## config.mk

```make
export PLATFORM = sky130hd
export DESIGN_NAME = guess_game_ctrl
export DESIGN_NICKNAME = d
export VERILOG_FILES = /design/src/rtl/guess_game_ctrl.sv
export SDC_FILE = /design/constraint.sdc
export NUM_CORES = 1
export LEC_CHECK = 0
export CAP_MARGIN = 20
export CORE_MARGIN = 4
export CORE_UTILIZATION = 45
export CTS_BUF_LIST = sky130_fd_sc_hd__clkbuf_8 sky130_fd_sc_hd__clkbuf_16
export DETAILED_ROUTE_END_ITERATION = 12
export GPL_TIMING_DRIVEN = 0
export PLACE_DENSITY = 0.65
export SLEW_MARGIN = 20
export SYNTH_ARGS = -nofsm -noshare
export SYNTH_HDL_FRONTEND = slang
export SYNTH_SLANG_ARGS = --single-unit
```

## constraint.sdc

```tcl
create_clock -name clk -period 2.8 [get_ports clk]
set_clock_uncertainty 0.15 [all_clocks]
set_input_delay 0.56 -clock clk [delete_from_list [all_inputs] [get_ports clk]]
set_output_delay 0.56 -clock clk [all_outputs]
set_load 0.02 [all_outputs]
```

## src/rtl/guess_game_ctrl.sv

```systemverilog
// guess_game_ctrl
//   Round-based game sequencer. Each round it asks the random generator
//   for a target, spins the motor, then accepts keypad guesses until a
//   hit, the wrong-guess allowance is used up, or the key timer expires.
//   The hit/miss result is held for a fixed time. After ROUNDS rounds the
//   game ends and waits for a new start.
//
// Optional feature
//   GUESS_HINT_EN : when defined, every wrong guess updates the hint output
//                   (01 = target higher, 10 = target lower). The hint is
//                   cleared at the start of each round. When the macro is
//                   undefined, hint is tied to 00 and no comparator exists.
//
// Ports
//   clk         in   system clock
//   res         in   synchronous active-high reset
//   start       in   level; a rising edge starts or restarts a game
//   key_code    in   keypad code, qualified by key_valid
//   key_valid   in   one-cycle strobe per key press
//   rand_num    in   random value, sampled the cycle after rand_enable
//   motor_busy  in   motor is spinning
//   rand_enable out  one-cycle request for a new random value
//   motor_start out  one-cycle motor spin request
//   check       out  high while a hit result is displayed
//   miss        out  high while a miss result is displayed
//   score       out  hits in this game, saturating
//   round_num   out  current round, 0-based
//   tries_left  out  wrong guesses still allowed this round
//   game_over   out  high once all rounds have been played
//   hint        out  guess direction hint (see GUESS_HINT_EN)
//
// All outputs are registered.

module guess_game_ctrl #(
  parameter int KEY_W       = 4,
  parameter int ROUNDS      = 8,
  parameter int MAX_TRIES   = 3,
  parameter int TIMEOUT_CYC = 500000,
  parameter int RESULT_CYC  = 100000,
  parameter int SCORE_W     = 4
) (
  input  logic                           clk,
  input  logic                           res,
  input  logic                           start,
  input  logic [KEY_W-1:0]               key_code,
  input  logic                           key_valid,
  input  logic [KEY_W-1:0]               rand_num,
  input  logic                           motor_busy,
  output logic                           rand_enable,
  output logic                           motor_start,
  output logic                           check,
  output logic                           miss,
  output logic [SCORE_W-1:0]             score,
  output logic [$clog2(ROUNDS+1)-1:0]    round_num,
  output logic [$clog2(MAX_TRIES+1)-1:0] tries_left,
  output logic                           game_over,
  output logic [1:0]                     hint
);

  // state    | meaning
  // ---------+----------------------------------------------------------
  // S_IDLE   | after reset, waiting for a start edge
  // S_DRAW   | rand_enable pulse, tries reloaded, hint cleared
  // S_LATCH  | target captured from rand_num, motor_start pulse
  // S_SPIN   | at least two cycles, then until motor_busy drops
  // S_WAIT   | accepting guesses, key timer running
  // S_RESULT | check or miss held for RESULT_CYC cycles
  // S_OVER   | game finished, score and round frozen

  localparam int RW   = $clog2(ROUNDS + 1);
  localparam int TW   = $clog2(MAX_TRIES + 1);
  localparam int TO_W = $clog2(TIMEOUT_CYC);
  localparam int RS_W = $clog2(RESULT_CYC + 1);

  localparam logic [RW-1:0]      LAST_ROUND = RW'(ROUNDS - 1);
  localparam logic [TW-1:0]      TRIES_INIT = TW'(MAX_TRIES);
  localparam logic [TO_W-1:0]    TO_LOAD    = TO_W'(TIMEOUT_CYC - 1);
  localparam logic [RS_W-1:0]    RS_LOAD    = RS_W'(RESULT_CYC - 1);
  localparam logic [SCORE_W-1:0] SCORE_MAX  = '1;

  typedef enum logic [2:0] {
    S_IDLE,
    S_DRAW,
    S_LATCH,
    S_SPIN,
    S_WAIT,
    S_RESULT,
    S_OVER
  } state_t;

  state_t state, state_nxt;

  logic                start_q;
  logic                start_edge;
  logic [KEY_W-1:0]    target, target_d;
  logic [TW-1:0]       tries_d;
  logic [SCORE_W-1:0]  score_d;
  logic [RW-1:0]       round_d;
  logic [TO_W-1:0]     to_cnt, to_cnt_d;
  logic [RS_W-1:0]     rs_cnt, rs_cnt_d;
  logic                spin_seen, spin_seen_d;
  logic                result_hit, hit_d;

`ifdef GUESS_HINT_EN
  logic [1:0]          hint_q, hint_d;
`endif

  assign start_edge = start & ~start_q;

  // Both timers are down-counters: loaded on entry, terminal count at zero.
  // The key timer's elapsed time is TO_LOAD - to_cnt.
  always_comb begin
    state_nxt   = state;
    target_d    = target;
    tries_d     = tries_left;
    score_d     = score;
    round_d     = round_num;
    to_cnt_d    = to_cnt;
    rs_cnt_d    = rs_cnt;
    spin_seen_d = spin_seen;
    hit_d       = result_hit;
`ifdef GUESS_HINT_EN
    hint_d      = hint_q;
`endif

    case (state)
      S_IDLE: begin
        if (start_edge) begin
          state_nxt = S_DRAW;
          score_d   = '0;
          round_d   = '0;
        end
      end

      S_DRAW: begin
        state_nxt = S_LATCH;
      end

      S_LATCH: begin
        target_d    = rand_num;
        spin_seen_d = 1'b0;
        state_nxt   = S_SPIN;
      end

      S_SPIN: begin
        // spin_seen marks that the mandatory first cycle is done, so the
        // earliest exit is at the end of the second SPIN cycle.
        spin_seen_d = 1'b1;
        if (spin_seen && !motor_busy) begin
          state_nxt = S_WAIT;
          to_cnt_d  = TO_LOAD;
        end
      end

      S_WAIT: begin
        // A key arriving on the timeout cycle is still judged.
        if (key_valid) begin
          if (key_code == target) begin
            hit_d     = 1'b1;
            state_nxt = S_RESULT;
            rs_cnt_d  = RS_LOAD;
            if (score != SCORE_MAX) begin
              score_d = score + SCORE_W'(1);
            end
          end else begin
            tries_d  = tries_left - TW'(1);
            to_cnt_d = TO_LOAD;
`ifdef GUESS_HINT_EN
            hint_d   = (target > key_code) ? 2'b01 : 2'b10;
`endif
            if (tries_left == TW'(1)) begin
              hit_d     = 1'b0;
              state_nxt = S_RESULT;
              rs_cnt_d  = RS_LOAD;
            end
          end
        end else if (to_cnt == '0) begin
          hit_d     = 1'b0;
          state_nxt = S_RESULT;
          rs_cnt_d  = RS_LOAD;
        end else begin
          to_cnt_d = to_cnt - TO_W'(1);
        end
      end

      S_RESULT: begin
        if (rs_cnt == '0) begin
          if (round_num == LAST_ROUND) begin
            state_nxt = S_OVER;
          end else begin
            round_d   = round_num + RW'(1);
            state_nxt = S_DRAW;
          end
        end else begin
          rs_cnt_d = rs_cnt - RS_W'(1);
        end
      end

      S_OVER: begin
        if (start_edge) begin
          state_nxt = S_DRAW;
          score_d   = '0;
          round_d   = '0;
        end
      end

      default: begin
        state_nxt = S_IDLE;
      end
    endcase

    // Reload on entry so the fresh allowance is already visible during DRAW.
    if (state_nxt == S_DRAW) begin
      tries_d = TRIES_INIT;
`ifdef GUESS_HINT_EN
      hint_d  = 2'b00;
`endif
    end
  end

  // Pulse/flag outputs decode the next state so they line up with the
  // registered state they describe.
  always_ff @(posedge clk) begin
    if (res) begin
      state       <= S_IDLE;
      start_q     <= 1'b0;
      target      <= '0;
      tries_left  <= TRIES_INIT;
      score       <= '0;
      round_num   <= '0;
      to_cnt      <= '0;
      rs_cnt      <= '0;
      spin_seen   <= 1'b0;
      result_hit  <= 1'b0;
      rand_enable <= 1'b0;
      motor_start <= 1'b0;
      check       <= 1'b0;
      miss        <= 1'b0;
      game_over   <= 1'b0;
    end else begin
      state       <= state_nxt;
      start_q     <= start;
      target      <= target_d;
      tries_left  <= tries_d;
      score       <= score_d;
      round_num   <= round_d;
      to_cnt      <= to_cnt_d;
      rs_cnt      <= rs_cnt_d;
      spin_seen   <= spin_seen_d;
      result_hit  <= hit_d;
      rand_enable <= (state_nxt == S_DRAW);
      motor_start <= (state_nxt == S_LATCH);
      check       <= (state_nxt == S_RESULT) &&  hit_d;
      miss        <= (state_nxt == S_RESULT) && !hit_d;
      game_over   <= (state_nxt == S_OVER);
    end
  end

`ifdef GUESS_HINT_EN
  always_ff @(posedge clk) begin
    if (res) begin
      hint_q <= 2'b00;
    end else begin
      hint_q <= hint_d;
    end
  end

  assign hint = hint_q;
`else
  assign hint = 2'b00;
`endif

endmodule
```

==> metrics.json, run 1 <==
{
  "clock_tree": {
    "cts_root_buffer": "clkbuf_8",
    "cts.sinks": 61,
    "worstSkewPairLatency_ns": 0.34,
    "clk_pin_slew_ns": 0.08,
    "cts_buffers": 9,
    "cts-root-to-sink-buffers": 2,
    "htreeDepth": 3,
    "holdBufCountCts": 0,
    "clock_tree_from_tritoncts": "yes"
  },
  "synthesis": {
    "synth_commonest_cells": "61 x dfxtp_1, 28 x nor2_1, 26 x a21oi_1",
    "synthArstFlopShare_pct": 0,
    "syn_area_per_cell_um2": 8.533,
    "synth_top_area_share_pct": 37.86,
    "synth_seq_cells": 61,
    "ys.flop_type": "dfxtp_1",
    "synth_warnings": 0,
    "netlist_instances": 378,
    "synth_cell_types": 59,
    "synth.yosys.seq_area_share_pct": 37.86,
    "synth.area.top_cells": "dfxtp_1 38%, a21oi_1 4.0%, or4_1 3.7%",
    "mappedNetlistArea_um2": 3226,
    "cell_accounting_for_the_most_synthesized_area": "dfxtp_1",
    "synth_enable_flop_cells": 0,
    "cell_with_the_most_instances_after_synthesis": "dfxtp_1"
  },
  "detailed_routing": {
    "detail_route.wirelength_um": 8366,
    "vias_per_cell": 5.936,
    "drt-pass1-iter-count": 5,
    "antenna_left": 0,
    "drt_iter0_drc": 230,
    "route.vias.total": 3075,
    "routed_wire_length_per_instance_um": 16.15,
    "drcViolationCount": 0
  },
  "timing": {
    "max-slew-margin-rel_pct": 55.94,
    "timing_worst_slew_pin_value_ns": 0.6549,
    "final-hold-violation-count": 0,
    "grt_setup_unrepaired": "false",
    "period_minus_slack_ns": 2.677,
    "final_min_period_over_clock_period_pct": 95.62,
    "fmaxAchievable_mhz": 373.5,
    "finalSetupViolCount": 0,
    "slew_viol_final": 0
  },
  "placement": {
    "placed_cell_area_um2": 3610,
    "gp_congestion": 0.8172,
    "io_buffers": 26,
    "estimated_wirelength_of_the_detail_placed_design_um": 5901
  },
  "floorplanning": {
    "die_height_um": 92.67,
    "initial_core_util_pct": 46.96,
    "core_area_um2": 6869,
    "core.rowCount": 30,
    "die-width_um": 92.67,
    "die-area_um2": 8587,
    "design.portCount": 30
  },
  "finish": {
    "finalInstanceArea_um2": 3880,
    "final_nets": 436,
    "fillerInstances": 649,
    "post_route_cells_drive_above_1_share_pct": 9.242,
    "area_growth_syn_to_layout_pct": 20.29,
    "num_antenna_cells": 0
  },
  "worst_setup_path": {
    "cp_data_required_time_ns": 2.85,
    "critical_path_start_end_classification": "input port to flip-flop",
    "crit_arrival_ns": 2.72,
    "timing.critical_path.to_type": "flip-flop",
    "cp_max_fo": 9,
    "crit_path_start_kind": "input port"
  },
  "pwr": {
    "vdd_drop_max_mv": 0.4060,
    "cellPowerDensity_nw_per_um2": 487.5,
    "power.total_mw": 1.891,
    "leakagePower_nw": 1.399
  },
  "outcome": {
    "outcome": "complete, no violations"
  },
  "global_route": {
    "groute.usage.overall_pct": 20.04,
    "globalRoute.totalOverflow": 0,
    "largest_net_degree_at_the_start_of_global_routing": 12,
    "first_global_vias": 2744,
    "antenna_found_initial": 0,
    "grt_pass1_wl_um": 13610
  },
  "run": {
    "number_of_max_capacitance_violations_reported": 0
  },
  "min_path": {
    "holdCritPathClass": "flip-flop to flip-flop"
  }
}
stage by stage:
stage | cells | TNS (ns) | hold WS [ns] | setup slack (ns) | utilization, %
4_1_cts | 518 | 0 | 0.3320 | 0.05859 | 55.96
6_report | 518 | 0 | 0.3271 | 0.1228 | 56.48
3_3_place_gp | 501 | -8.113 | 0.3032 | -0.6099 | 52.55
2_1_floorplan | 379 | 0 | 0.2951 | 0.3440 | -
3_5_place_dp | 501 | -9.085 | 0.3091 | -0.6591 | 52.55
5_1_grt | 518 | 0 | 0.3642 | 0.03250 | 56.48
flip-flops by register name, summed over array words and instances (netlist names):
name and cells:
round_num 4, start_q 1, to_cnt 19, rs_cnt 17, tries_left 2, state 3
game_over 1, spin_seen 1, check 1, result_hit 1, target 4, score 4
motor_start 1, miss 1, rand_enable 1
worst max-delay path: stages:
cell and delay, ns:
clkdlybuf4s50_1 0.41, xnor2_1 0.38, a41oi_4 0.31, or4_1 0.64
a311oi_1 0.32, a211oi_1 0.09
metal layers:
layer | part of all wire [%] | global-route usage, % | vias up
met3 | 6.8 | 6.093 | 6
met2 | 45 | 31.12 | 102
met5 | 0 | 0 | -
met4 | 0.81 | 5.495 | 0
met1 | 47 | 27.03 | 1456
li1 | - | - | 1511
report_power, final:
group | leakage, nW | total, mW | internal [mW] | switching (mW)
Combinational | 0.803 | 0.146 | 0.0571 | 0.0893
Clock | 0.103 | 0.860 | 0.496 | 0.364
Sequential | 0.492 | 0.885 | 0.879 | 0.00628
Total | 1.40 | 1.89 | 1.43 | 0.460
placed cells by master, fill, tap and decap left out, types with 6 or more instances in the layout:
| master | Yosys | final |
|---|---|---|
| nand2_1 | 16 | 16 |
| clkdlybuf4s50_1 | 0 | 26 |
| nor4_1 | 15 | 15 |
| a21oi_1 | 26 | 26 |
| o21ai_0 | 16 | 14 |
| xnor2_1 | 13 | 13 |
| nand4_1 | 7 | 7 |
| inv_1 | 13 | 14 |
| nor3_1 | 13 | 12 |
| clkbuf_8 | 0 | 9 |
| a31oi_1 | 12 | 12 |
| nor2_1 | 28 | 28 |
| clkbuf_1 | 15 | 15 |
| o31ai_1 | 11 | 11 |
| or3_1 | 14 | 13 |
| nand3_1 | 6 | 6 |
| or4_1 | 16 | 16 |
| xor2_1 | 8 | 8 |
| dfxtp_1 | 61 | 61 |
| ha_1 | 6 | 6 |
worst paths after layout:
check / startpoint / end / slack (ns) / cells after the start
max reg2reg: rs_cnt[10] / motor_start / 0.20 / 6
max: key_code[2] / to_cnt[16] / 0.12 / 6
min: spin_seen / spin_seen / 0.33 / 2
min reg2reg: spin_seen / spin_seen / 0.33 / 2
cells by family (layout without fill, tap and decap cells):
| kind of cell | after synthesis | in the layout | share of synthesized area, % |
|---|---|---|---|
| AOI/OAI and AO/OA | 101 | 101 | 20.95 |
| adders and majority gates | 6 | 6 | 2.327 |
| other | 1 | 2 | 0.1163 |
| xor gates and xnor gates | 21 | 21 | 5.702 |
| muxes | 1 | 1 | 0.3103 |
| buffers and inverters | 34 | 77 | 4.693 |
| DFF | 61 | 61 | 37.86 |
| and+or+nand+nor | 153 | 153 | 28.05 |
layout make-up:
cell class	count	area (um2)	share of cell area, %
Tap cell	96	120.1	3.096
Multi-Input combinational cell	284	1904	49.08
Clock inverter	7	91.34	2.354
Timing Repair Buffer	27	267.8	6.901
Buffer	21	102.6	2.644
Sequential cell	61	1221	31.47
Clock buffer	9	123.9	3.193
Inverter	13	48.80	1.258
repair_timing:
action                                 CTS  global route
resized for setup                        2             7
setup endpoints to repair               14            20
pin swaps                                1             0
buffers inserted                         1             0
endpoints found under the hold margin    0             0
(Power assumes the default switching activity.)
==> run 2: changes to the inputs <==
--- a/config.mk
+++ b/config.mk
@@ -6,7 +6,6 @@
 export NUM_CORES = 1
 export LEC_CHECK = 0
 export CAP_MARGIN = 20
-export CORE_MARGIN = 4
 export CORE_UTILIZATION = 45
 export CTS_BUF_LIST = sky130_fd_sc_hd__clkbuf_8 sky130_fd_sc_hd__clkbuf_16
 export DETAILED_ROUTE_END_ITERATION = 12
==> run 2 against run 1 <==
  * Worst hold slack lost 0.0043 ns
  * Largest cell class unchanged
  * Critical endpoint unchanged
  * Critical path depth stayed put
  * Flip-flop and latch count is the same
  * Register-to-register slack hardly changed
  * Clock power fell by 24%
  * Largest power group unchanged
  * Non-clock buffer count did not move
  * Cell area down 1.5%
  * Die area decreased by 13%
  * Sequential share of layout area is 0.48 points higher
==> metrics.json, run 2 (synthesis gave the netlist of run 1 again) <==
{
  "floorplanning": {
    "design.portCount": {"value": 30, "change": "unchanged"},
    "core_area": {"value": 6869, "unit": "um2", "change": "unchanged"},
    "die-width": {"value": 86.67, "unit": "um", "change": "was 92.67 um"},
    "initial_core_util": {"value": 46.96, "unit": "%", "change": "unchanged"},
    "die-area": {"value": 7511, "unit": "um2", "change": "was 8587 um2"},
    "core.rowCount": {"value": 30, "change": "unchanged"},
    "die_height": {"value": 86.67, "unit": "um", "change": "was 92.67 um"}
  },
  "pwr": {
    "vdd_drop_max": {"value": 0.3295, "unit": "mV", "change": "was 0.4060 mV"},
    "cellPowerDensity": {"value": 440.2, "unit": "nW/um2", "change": "was 487.5 nW/um2"},
    "leakagePower": {"value": 1.397, "unit": "nW", "change": "was 1.399 nW"},
    "power.total": {"value": 1.682, "unit": "mW", "change": "was 1.891 mW"}
  },
  "finish": {
    "multi_input_comb_area": {"value": 1901, "unit": "um2", "change": "was 1904 um2"},
    "num_antenna_cells": {"value": 0, "change": "unchanged"},
    "largest_register_ffs": {"value": 19, "change": "unchanged"},
    "largest_register": {"value": "to_cnt", "change": "unchanged"},
    "largest_registers": {"value": "to_cnt x19, rs_cnt x17", "change": "unchanged"},
    "mostFrequentLayoutCell": {"value": "dfxtp_1", "change": "unchanged"},
    "seqCellArea": {"value": 1221, "unit": "um2", "change": "unchanged"},
    "final_nets": {"value": 436, "change": "unchanged"},
    "post_route_cells_drive_above_1_share": {"value": 8.551, "unit": "%", "change": "was 9.242%"},
    "postLayoutCoreUtil": {"value": 55.63, "unit": "%", "change": "was 56.48%"},
    "finalInstanceArea": {"value": 3821, "unit": "um2", "change": "was 3880 um2"},
    "area_growth_syn_to_layout": {"value": 18.46, "unit": "%", "change": "was 20.29%"},
    "fillerInstances": {"value": 639, "change": "was 649"},
    "final_cell_mix": {"value": "61 x dfxtp_1, 28 x nor2_1, 26 x a21oi_1, 26 x clkdlybuf4s50_1", "change": "unchanged"}
  },
  "clock_tree": {
    "worstSkewPairLatency": {"value": 0.33, "unit": "ns", "change": "was 0.34 ns"},
    "cts_buffers": {"value": 9, "change": "unchanged"},
    "clock_tree_from_tritoncts": {"value": "yes", "change": "unchanged"},
    "cts-root-to-sink-buffers": {"value": 2, "change": "unchanged"},
    "clk_pin_slew": {"value": 0.06, "unit": "ns", "change": "was 0.08 ns"},
    "cts.sinks": {"value": 61, "change": "unchanged"},
    "holdBufCountCts": {"value": 0, "change": "unchanged"},
    "htreeDepth": {"value": 3, "change": "unchanged"},
    "cts_root_buffer": {"value": "clkbuf_8", "change": "unchanged"}
  },
  "worst_setup_path": {
    "critical_path_start_end_classification": {"value": "input port to flip-flop", "change": "unchanged"},
    "timing.critical_path.to_type": {"value": "flip-flop", "change": "unchanged"},
    "cp_data_required_time": {"value": 2.84, "unit": "ns", "change": "was 2.85 ns"},
    "register_to_register_path_depth": {"value": 7, "change": "was 6"},
    "cp_max_fo": {"value": 9, "change": "unchanged"},
    "crit_path_start_kind": {"value": "input port", "change": "unchanged"},
    "critical_path_source": {"value": "key_code[2]", "change": "unchanged"},
    "critical-path-slowest-cell": {"value": "or4_1", "change": "unchanged"},
    "crit_arrival": {"value": 2.66, "unit": "ns", "change": "was 2.72 ns"},
    "crit_path_cell_trace": {"value": "clkdlybuf4s50_1 > xnor2_1 > a41oi_4 > or4_1 > a311oi_1 > a211oi_1", "change": "unchanged"},
    "crit_path_max_incr_delay": {"value": 0.63, "unit": "ns", "change": "was 0.64 ns"},
    "r2r-start": {"value": "to_cnt[13]", "change": "was rs_cnt[10]"}
  },
  "min_path": {
    "start_point_of_the_worst_hold_path": {"value": "spin_seen", "change": "unchanged"},
    "hold_depth": {"value": 2, "change": "unchanged"},
    "holdCritPathClass": {"value": "flip-flop to flip-flop", "change": "unchanged"}
  },
  "global_route": {
    "largest_net_degree_at_the_start_of_global_routing": {"value": 11, "change": "was 12"},
    "first_global_vias": {"value": 2730, "change": "was 2744"},
    "groute.usage.overall": {"value": 23.00, "unit": "%", "change": "was 20.04%"},
    "globalRoute.totalOverflow": {"value": 0, "change": "unchanged"},
    "grt_pass1_wl": {"value": 13480, "unit": "um", "change": "was 13610 um"},
    "antenna_found_initial": {"value": 0, "change": "unchanged"}
  },
  "detailed_routing": {
    "drcViolationCount": {"value": 0, "change": "unchanged"},
    "routed_wire_length_per_instance": {"value": 15.66, "unit": "um", "change": "was 16.15 um"},
    "drt-pass1-iter-count": {"value": 5, "change": "unchanged"},
    "route.vias.total": {"value": 3063, "change": "was 3075"},
    "drt_iter0_drc": {"value": 209, "change": "was 230"},
    "antenna_left": {"value": 0, "change": "unchanged"},
    "detail_route.wirelength": {"value": 8097, "unit": "um", "change": "was 8366 um"},
    "vias_per_cell": {"value": 5.925, "change": "was 5.936"}
  },
  "timing": {
    "timing_worst_slew_pin_value": {"value": 0.6545, "unit": "ns", "change": "was 0.6549 ns"},
    "max-slew-margin-rel": {"value": 55.96, "unit": "%", "change": "was 55.94%"},
    "period_minus_slack": {"value": 2.622, "unit": "ns", "change": "was 2.677 ns"},
    "fmaxAchievable": {"value": 381.5, "unit": "MHz", "change": "was 373.5 MHz"},
    "grt_setup_unrepaired": {"value": "false", "change": "unchanged"},
    "final-hold-violation-count": {"value": 0, "change": "unchanged"},
    "holdWs": {"value": 0.3227, "unit": "ns", "change": "was 0.3271 ns"},
    "finalSetupViolCount": {"value": 0, "change": "unchanged"},
    "slew_viol_final": {"value": 0, "change": "unchanged"},
    "final_min_period_over_clock_period": {"value": 93.63, "unit": "%", "change": "was 95.62%"}
  },
  "placement": {
    "io_buffers": {"value": 26, "change": "unchanged"},
    "placed_cell_area": {"value": 3610, "unit": "um2", "change": "unchanged"},
    "gp_congestion": {"value": 0.8135, "change": "was 0.8172"},
    "estimated_wirelength_of_the_detail_placed_design": {"value": 5761, "unit": "um", "change": "was 5901 um"}
  },
  "run": {
    "number_of_max_capacitance_violations_reported": {"value": 0, "change": "unchanged"}
  },
  "outcome": {
    "outcome": {"value": "complete, no violations", "change": "unchanged"}
  }
}
run 2: final timing paths:
| path | slack, ns | to |
|---|---|---|
| setup / recovery | 0.18 | to_cnt[16] |
| hold / removal | 0.32 | spin_seen |
| setup reg to reg | 0.19 | to_cnt[16] |
| hold reg to reg | 0.32 | spin_seen |
run 2: area by class of cell:
type | instances | share of cell area, %
clock buffer | 10 | 3.602
timing repair buffer | 27 | 7.007
clock inverter | 5 | 0.5566
buffer | 21 | 2.718
sequential | 61 | 31.96
tap | 96 | 3.143
multi-input combinational | 284 | 49.74
inverter | 13 | 1.277
run 2: worst max-delay path: cells and delay by family:
family                 cells  cell delay [ns]
XOR/XNOR                   1             0.39
buffers and inverters      1             0.42
AND/OR/NAND/NOR            1             0.63
AO/OA/AOI/OAI              3             0.66
run 2: repair_timing:
item	in CTS	in global routing
buffers inserted	1	0
endpoints found under the setup margin	14	21
gates resized for setup	2	8
hold endpoints to repair	0	0
pin swaps	1	0
run 2: power breakdown:
group / leakage (nW) / switching (mW) / total (mW) / internal [mW]
sequential: 0.492 / 0.00663 / 0.886 / 0.879
clock: 0.0957 / 0.322 / 0.650 / 0.328
combinational: 0.809 / 0.0894 / 0.146 / 0.0570
run 2: metrics by stage:
step / std cells / setup slack, ns / setup TNS [ns]
floorplan: 379 / 0.3440 / 0
global placement: 501 / -0.6296 / -8.418
detailed placement: 501 / -0.6340 / -8.833
CTS: 517 / 0.07916 / 0
global route: 517 / 0.0002203 / 0
finish: 517 / 0.1785 / 0
run 2: layer usage:
layer	track usage, %	wire length [um]
met1	32.02	3960
met2	35.35	3646
met3	4.667	377
met4	8.030	112
met5	0	0
==> run 3: changes to the inputs <==
--- a/config.mk
+++ b/config.mk
@@ -5,12 +5,12 @@
 export SDC_FILE = /design/constraint.sdc
 export NUM_CORES = 1
 export LEC_CHECK = 0
+export ABC_AREA = 1
 export CAP_MARGIN = 20
 export CORE_UTILIZATION = 45
 export CTS_BUF_LIST = sky130_fd_sc_hd__clkbuf_8 sky130_fd_sc_hd__clkbuf_16
 export DETAILED_ROUTE_END_ITERATION = 12
 export GPL_TIMING_DRIVEN = 0
-export PLACE_DENSITY = 0.65
 export SLEW_MARGIN = 20
 export SYNTH_ARGS = -nofsm -noshare
 export SYNTH_HDL_FRONTEND = slang
==> run 3 against run 2 <==
  * Global-route usage rose by 1.5 points
  * Non-clock buffer count fell by 4
  * Critical path type unchanged
  * Clock power rose by 6.2%
  * Total power rose by 5.9%
==> metrics.json, run 3 <==
{
  "placement": {
    "place_worst_setup_slack": {"value": -0.1111, "unit": "ns", "change": "was -0.6340 ns"},
    "estimated_wirelength_of_the_detail_placed_design": {"value": 7306, "unit": "um", "change": "was 5761 um"},
    "io_buffers": {"value": 25, "change": "was 26"},
    "dp.cells": {"value": 717, "change": "was 501"},
    "gp_congestion": {"value": 0.8725, "change": "was 0.8135"}
  },
  "synthesis": {
    "cell_accounting_for_the_most_synthesized_area": {"value": "dfxtp_1", "change": "unchanged"},
    "synth.yosys.seq_area_share": {"value": 32.75, "unit": "%", "change": "was 37.86%"},
    "synth_cell_types": {"value": 36, "change": "was 59"},
    "netlist_instances": {"value": 589, "change": "was 378"},
    "syn_area_per_cell": {"value": 6.330, "unit": "um2", "change": "was 8.533 um2"},
    "synth_warnings": {"value": 0, "change": "unchanged"},
    "synth_top_area_share": {"value": 32.75, "unit": "%", "change": "was 37.86%"},
    "synth.area.top_cells": {"value": "dfxtp_1 33%, nand2_1 16%, nor2_1 9.4%", "change": "was dfxtp_1 38%, a21oi_1 4.0%, or4_1 3.7%"},
    "synth_enable_flop_cells": {"value": 0, "change": "unchanged"},
    "synth_commonest_cells": {"value": "157 x nand2_1, 93 x nor2_1, 61 x dfxtp_1", "change": "was 61 x dfxtp_1, 28 x nor2_1, 26 x a21oi_1"},
    "mappedNetlistArea": {"value": 3729, "unit": "um2", "change": "was 3226 um2"},
    "cell_with_the_most_instances_after_synthesis": {"value": "nand2_1", "change": "was dfxtp_1"},
    "synthArstFlopShare": {"value": 0, "unit": "%", "change": "unchanged"},
    "synth_seq_cells": {"value": 61, "change": "unchanged"},
    "ys.flop_type": {"value": "dfxtp_1", "change": "unchanged"}
  },
  "worst_setup_path": {
    "cp_max_fo": {"value": 10, "change": "was 9"},
    "timing.critical_path.to_type": {"value": "flip-flop", "change": "unchanged"},
    "register_to_register_path_depth": {"value": 10, "change": "was 7"},
    "crit_path_start_kind": {"value": "input port", "change": "unchanged"},
    "r2r-start": {"value": "to_cnt[0]", "change": "was to_cnt[13]"},
    "critical_path_start_end_classification": {"value": "input port to flip-flop", "change": "unchanged"},
    "cp_data_required_time": {"value": 2.86, "unit": "ns", "change": "was 2.84 ns"},
    "reg2reg_setup_slack": {"value": 0.45, "unit": "ns", "change": "was 0.19 ns"},
    "crit_arrival": {"value": 2.58, "unit": "ns", "change": "was 2.66 ns"},
    "critical_path.endpoint": {"value": "tries_left[1]", "change": "was to_cnt[16]"},
    "critical_path_source": {"value": "key_code[1]", "change": "was key_code[2]"},
    "r2r-end": {"value": "rs_cnt[13]", "change": "was to_cnt[16]"}
  },
  "pwr": {
    "total_switching_power": {"value": 0.4951, "unit": "mW", "change": "was 0.4180 mW"},
    "p_int": {"value": 1.286, "unit": "mW", "change": "was 1.264 mW"},
    "pwr-share-comb": {"value": 10.8, "unit": "%", "change": "was 8.7%"},
    "vdd_drop_max": {"value": 0.2870, "unit": "mV", "change": "was 0.3295 mV"},
    "share_seq_of_total_power": {"value": 50.4, "unit": "%", "change": "was 52.7%"},
    "leakagePower": {"value": 1.946, "unit": "nW", "change": "was 1.397 nW"},
    "power.share.clock": {"value": 38.7, "unit": "%", "change": "was 38.6%"},
    "cellPowerDensity": {"value": 416.6, "unit": "nW/um2", "change": "was 440.2 nW/um2"},
    "power_switching_share": {"value": 27.79, "unit": "%", "change": "was 24.85%"}
  },
  "finish": {
    "post_route_cells_drive_above_1_share": {"value": 7.460, "unit": "%", "change": "was 8.551%"},
    "final-instance-count-excl-fill": {"value": 732, "change": "was 517"},
    "largest_registers": {"value": "to_cnt x19, rs_cnt x17", "change": "unchanged"},
    "largest_register_ffs": {"value": 19, "change": "unchanged"},
    "final_cell_mix": {"value": "157 x nand2_1, 93 x nor2_1, 61 x dfxtp_1", "change": "was 61 x dfxtp_1, 28 x nor2_1, 26 x a21oi_1, 26 x clkdlybuf4s50_1"},
    "largest_register": {"value": "to_cnt", "change": "unchanged"},
    "num_antenna_cells": {"value": 0, "change": "unchanged"},
    "final_nets": {"value": 645, "change": "was 436"},
    "mostFrequentLayoutCell": {"value": "nand2_1", "change": "was dfxtp_1"},
    "area_growth_syn_to_layout": {"value": 14.66, "unit": "%", "change": "was 18.46%"}
  },
  "timing": {
    "finalSetupViolCount": {"value": 0, "change": "unchanged"},
    "period_minus_slack": {"value": 2.523, "unit": "ns", "change": "was 2.622 ns"},
    "grt_setup_unrepaired": {"value": "false", "change": "unchanged"},
    "slew_viol_final": {"value": 0, "change": "unchanged"},
    "final-hold-violation-count": {"value": 0, "change": "unchanged"},
    "final_min_period_over_clock_period": {"value": 90.09, "unit": "%", "change": "was 93.63%"},
    "setup_ws": {"value": 0.2774, "unit": "ns", "change": "was 0.1785 ns"},
    "sum_of_negative_setup_slack": {"value": 0, "unit": "ns", "change": "unchanged"},
    "timing_worst_slew_pin_value": {"value": 0.7264, "unit": "ns", "change": "was 0.6545 ns"},
    "fmaxAchievable": {"value": 396.4, "unit": "MHz", "change": "was 381.5 MHz"},
    "holdWs": {"value": 0.3172, "unit": "ns", "change": "was 0.3227 ns"},
    "max-slew-margin-rel": {"value": 51.57, "unit": "%", "change": "was 55.96%"}
  },
  "floorplanning": {
    "initial_core_util": {"value": 47.27, "unit": "%", "change": "was 46.96%"},
    "core_area": {"value": 7888, "unit": "um2", "change": "was 6869 um2"},
    "die-width": {"value": 93.03, "unit": "um", "change": "was 86.67 um"},
    "design.portCount": {"value": 30, "change": "unchanged"},
    "die_height": {"value": 93.03, "unit": "um", "change": "was 86.67 um"},
    "die-area": {"value": 8654, "unit": "um2", "change": "was 7511 um2"},
    "core.rowCount": {"value": 32, "change": "was 30"}
  },
  "clock_tree": {
    "worstSkewPairLatency": {"value": 0.34, "unit": "ns", "change": "was 0.33 ns"},
    "postCtsSetupRepairBufs": {"value": 0, "change": "was 1"},
    "cts.sinks": {"value": 61, "change": "unchanged"},
    "htreeDepth": {"value": 3, "change": "unchanged"},
    "cts-root-to-sink-buffers": {"value": 2, "change": "unchanged"},
    "clk_pin_slew": {"value": 0.07, "unit": "ns", "change": "was 0.06 ns"},
    "cts_root_buffer": {"value": "clkbuf_8", "change": "unchanged"},
    "cts_buffers": {"value": 9, "change": "unchanged"},
    "clock_tree_from_tritoncts": {"value": "yes", "change": "unchanged"},
    "holdBufCountCts": {"value": 0, "change": "unchanged"},
    "ctsResizeCount": {"value": 0, "change": "was 2"}
  },
  "global_route": {
    "globalRoute.totalOverflow": {"value": 0, "change": "unchanged"},
    "antenna_found_initial": {"value": 0, "change": "unchanged"},
    "grt_pass1_wl": {"value": 16570, "unit": "um", "change": "was 13480 um"},
    "groute.usage.overall": {"value": 24.48, "unit": "%", "change": "was 23.00%"},
    "first_global_vias": {"value": 3408, "change": "was 2730"},
    "largest_net_degree_at_the_start_of_global_routing": {"value": 11, "change": "unchanged"}
  },
  "detailed_routing": {
    "route.vias.total": {"value": 3848, "change": "was 3063"},
    "routed_wire_length_per_instance": {"value": 13.72, "unit": "um", "change": "was 15.66 um"},
    "detail_route.wirelength": {"value": 10050, "unit": "um", "change": "was 8097 um"},
    "drcViolationCount": {"value": 0, "change": "unchanged"},
    "vias_per_cell": {"value": 5.257, "change": "was 5.925"},
    "antenna_left": {"value": 0, "change": "unchanged"},
    "drt-pass1-iter-count": {"value": 5, "change": "unchanged"},
    "drt_iter0_drc": {"value": 214, "change": "was 209"}
  },
  "run": {
    "number_of_max_capacitance_violations_reported": {"value": 0, "change": "unchanged"}
  },
  "min_path": {
    "holdCritPathClass": {"value": "flip-flop to flip-flop", "change": "unchanged"}
  },
  "outcome": {
    "outcome": {"value": "complete, no violations", "change": "unchanged"}
  }
}
[run 3: cell count changes after synthesis, moves of 10 or more]
cell / before / now
nor4_1: 15 / 1
nand3_1: 6 / 55
nor3_1: 13 / 3
a31oi_1: 12 / 1
nand4_1: 7 / 28
nor2_1: 28 / 93
or3_1: 14 / 0
nand2_1: 16 / 157
inv_1: 13 / 51
a21oi_1: 26 / 48
o31ai_1: 11 / 0
or4_1: 16 / 0
[run 3: per-layer routing]
layer | wire length, um | vias to the layer above | GRT usage (%)
li1 | - | 1993 | -
met1 | 5122 | 1761 | 34.54
met2 | 4319 | 85 | 38.97
met3 | 495 | 9 | 3.089
met4 | 109 | 0 | 7.051
met5 | 0 | - | 0
[run 3: cells by family (layout without fill, tap and decap cells)]
group | after synthesis | after routing | share of synthesized area (%)
simple gates | 363 | 363 | 43.86
buf+inv | 74 | 114 | 8.188
compound gates | 71 | 71 | 10.03
flops | 61 | 61 | 32.75
xor+xnor | 13 | 13 | 3.054
fa+ha+maj | 6 | 6 | 2.013
other cells | 1 | 2 | 0.1006
[run 3: area by class of cell]
| type | instances | area, um2 |
|---|---|---|
| buffer | 19 | 98.84 |
| clock buffer | 10 | 137.6 |
| clock inverter | 5 | 27.53 |
| fill | 809 | 3612 |
| inverter | 55 | 206.4 |
| multi-input combinational | 455 | 2206 |
| sequential | 61 | 1221 |
| tap | 102 | 127.6 |
| timing repair buffer | 25 | 250.2 |
[run 3: how the worst min path moves through the flow]
| stage | start | end | cells after the start | slack (ns) |
|---|---|---|---|---|
| finish | target[3] | target[3] | 2 | 0.32 |
| global route | target[3] | target[3] | 2 | 0.32 |
| CTS | target[3] | target[3] | 2 | 0.32 |
| detailed placement | target[3] | target[3] | 2 | 0.31 |
| global placement | target[3] | target[3] | 2 | 0.30 |
| floorplan | target[3] | target[3] | 2 | 0.28 |
[run 3: worst max-delay path, stage by stage]
cell             delay [ns]
clkdlybuf4s50_1        0.48
inv_1                  0.04
nand2_1                0.05
nand2_1                0.05
nor2_1                 0.22
nand2_1                0.21
nand3_1                0.27
clkbuf_1               0.43
nand2_1                0.08
o21ai_0                0.09
nand3_1                0.09
[run 3: power by group through the flow]
stage | Clock [mW] | Sequential (mW) | Combinational (mW)
6_report | 0.690 | 0.898 | 0.193
5_1_grt | 0.749 | 0.900 | 0.216
4_1_cts | 0.713 | 0.898 | 0.192
3_5_place_dp | 0 | 0.918 | 0.191
3_3_place_gp | 0 | 0.918 | 0.190
2_1_floorplan | 0 | 0.923 | 0.120
[run 3: metrics by stage]
stage | utilization, % | cell area [um2] | power (mW)
floorplan | - | 3732 | 1.044
global placement | 52.11 | 4110 | 1.107
detailed placement | 52.11 | 4110 | 1.110
CTS | 54.20 | 4275 | 1.803
global route | 54.20 | 4275 | 1.864
finish | 54.20 | 4275 | 1.781
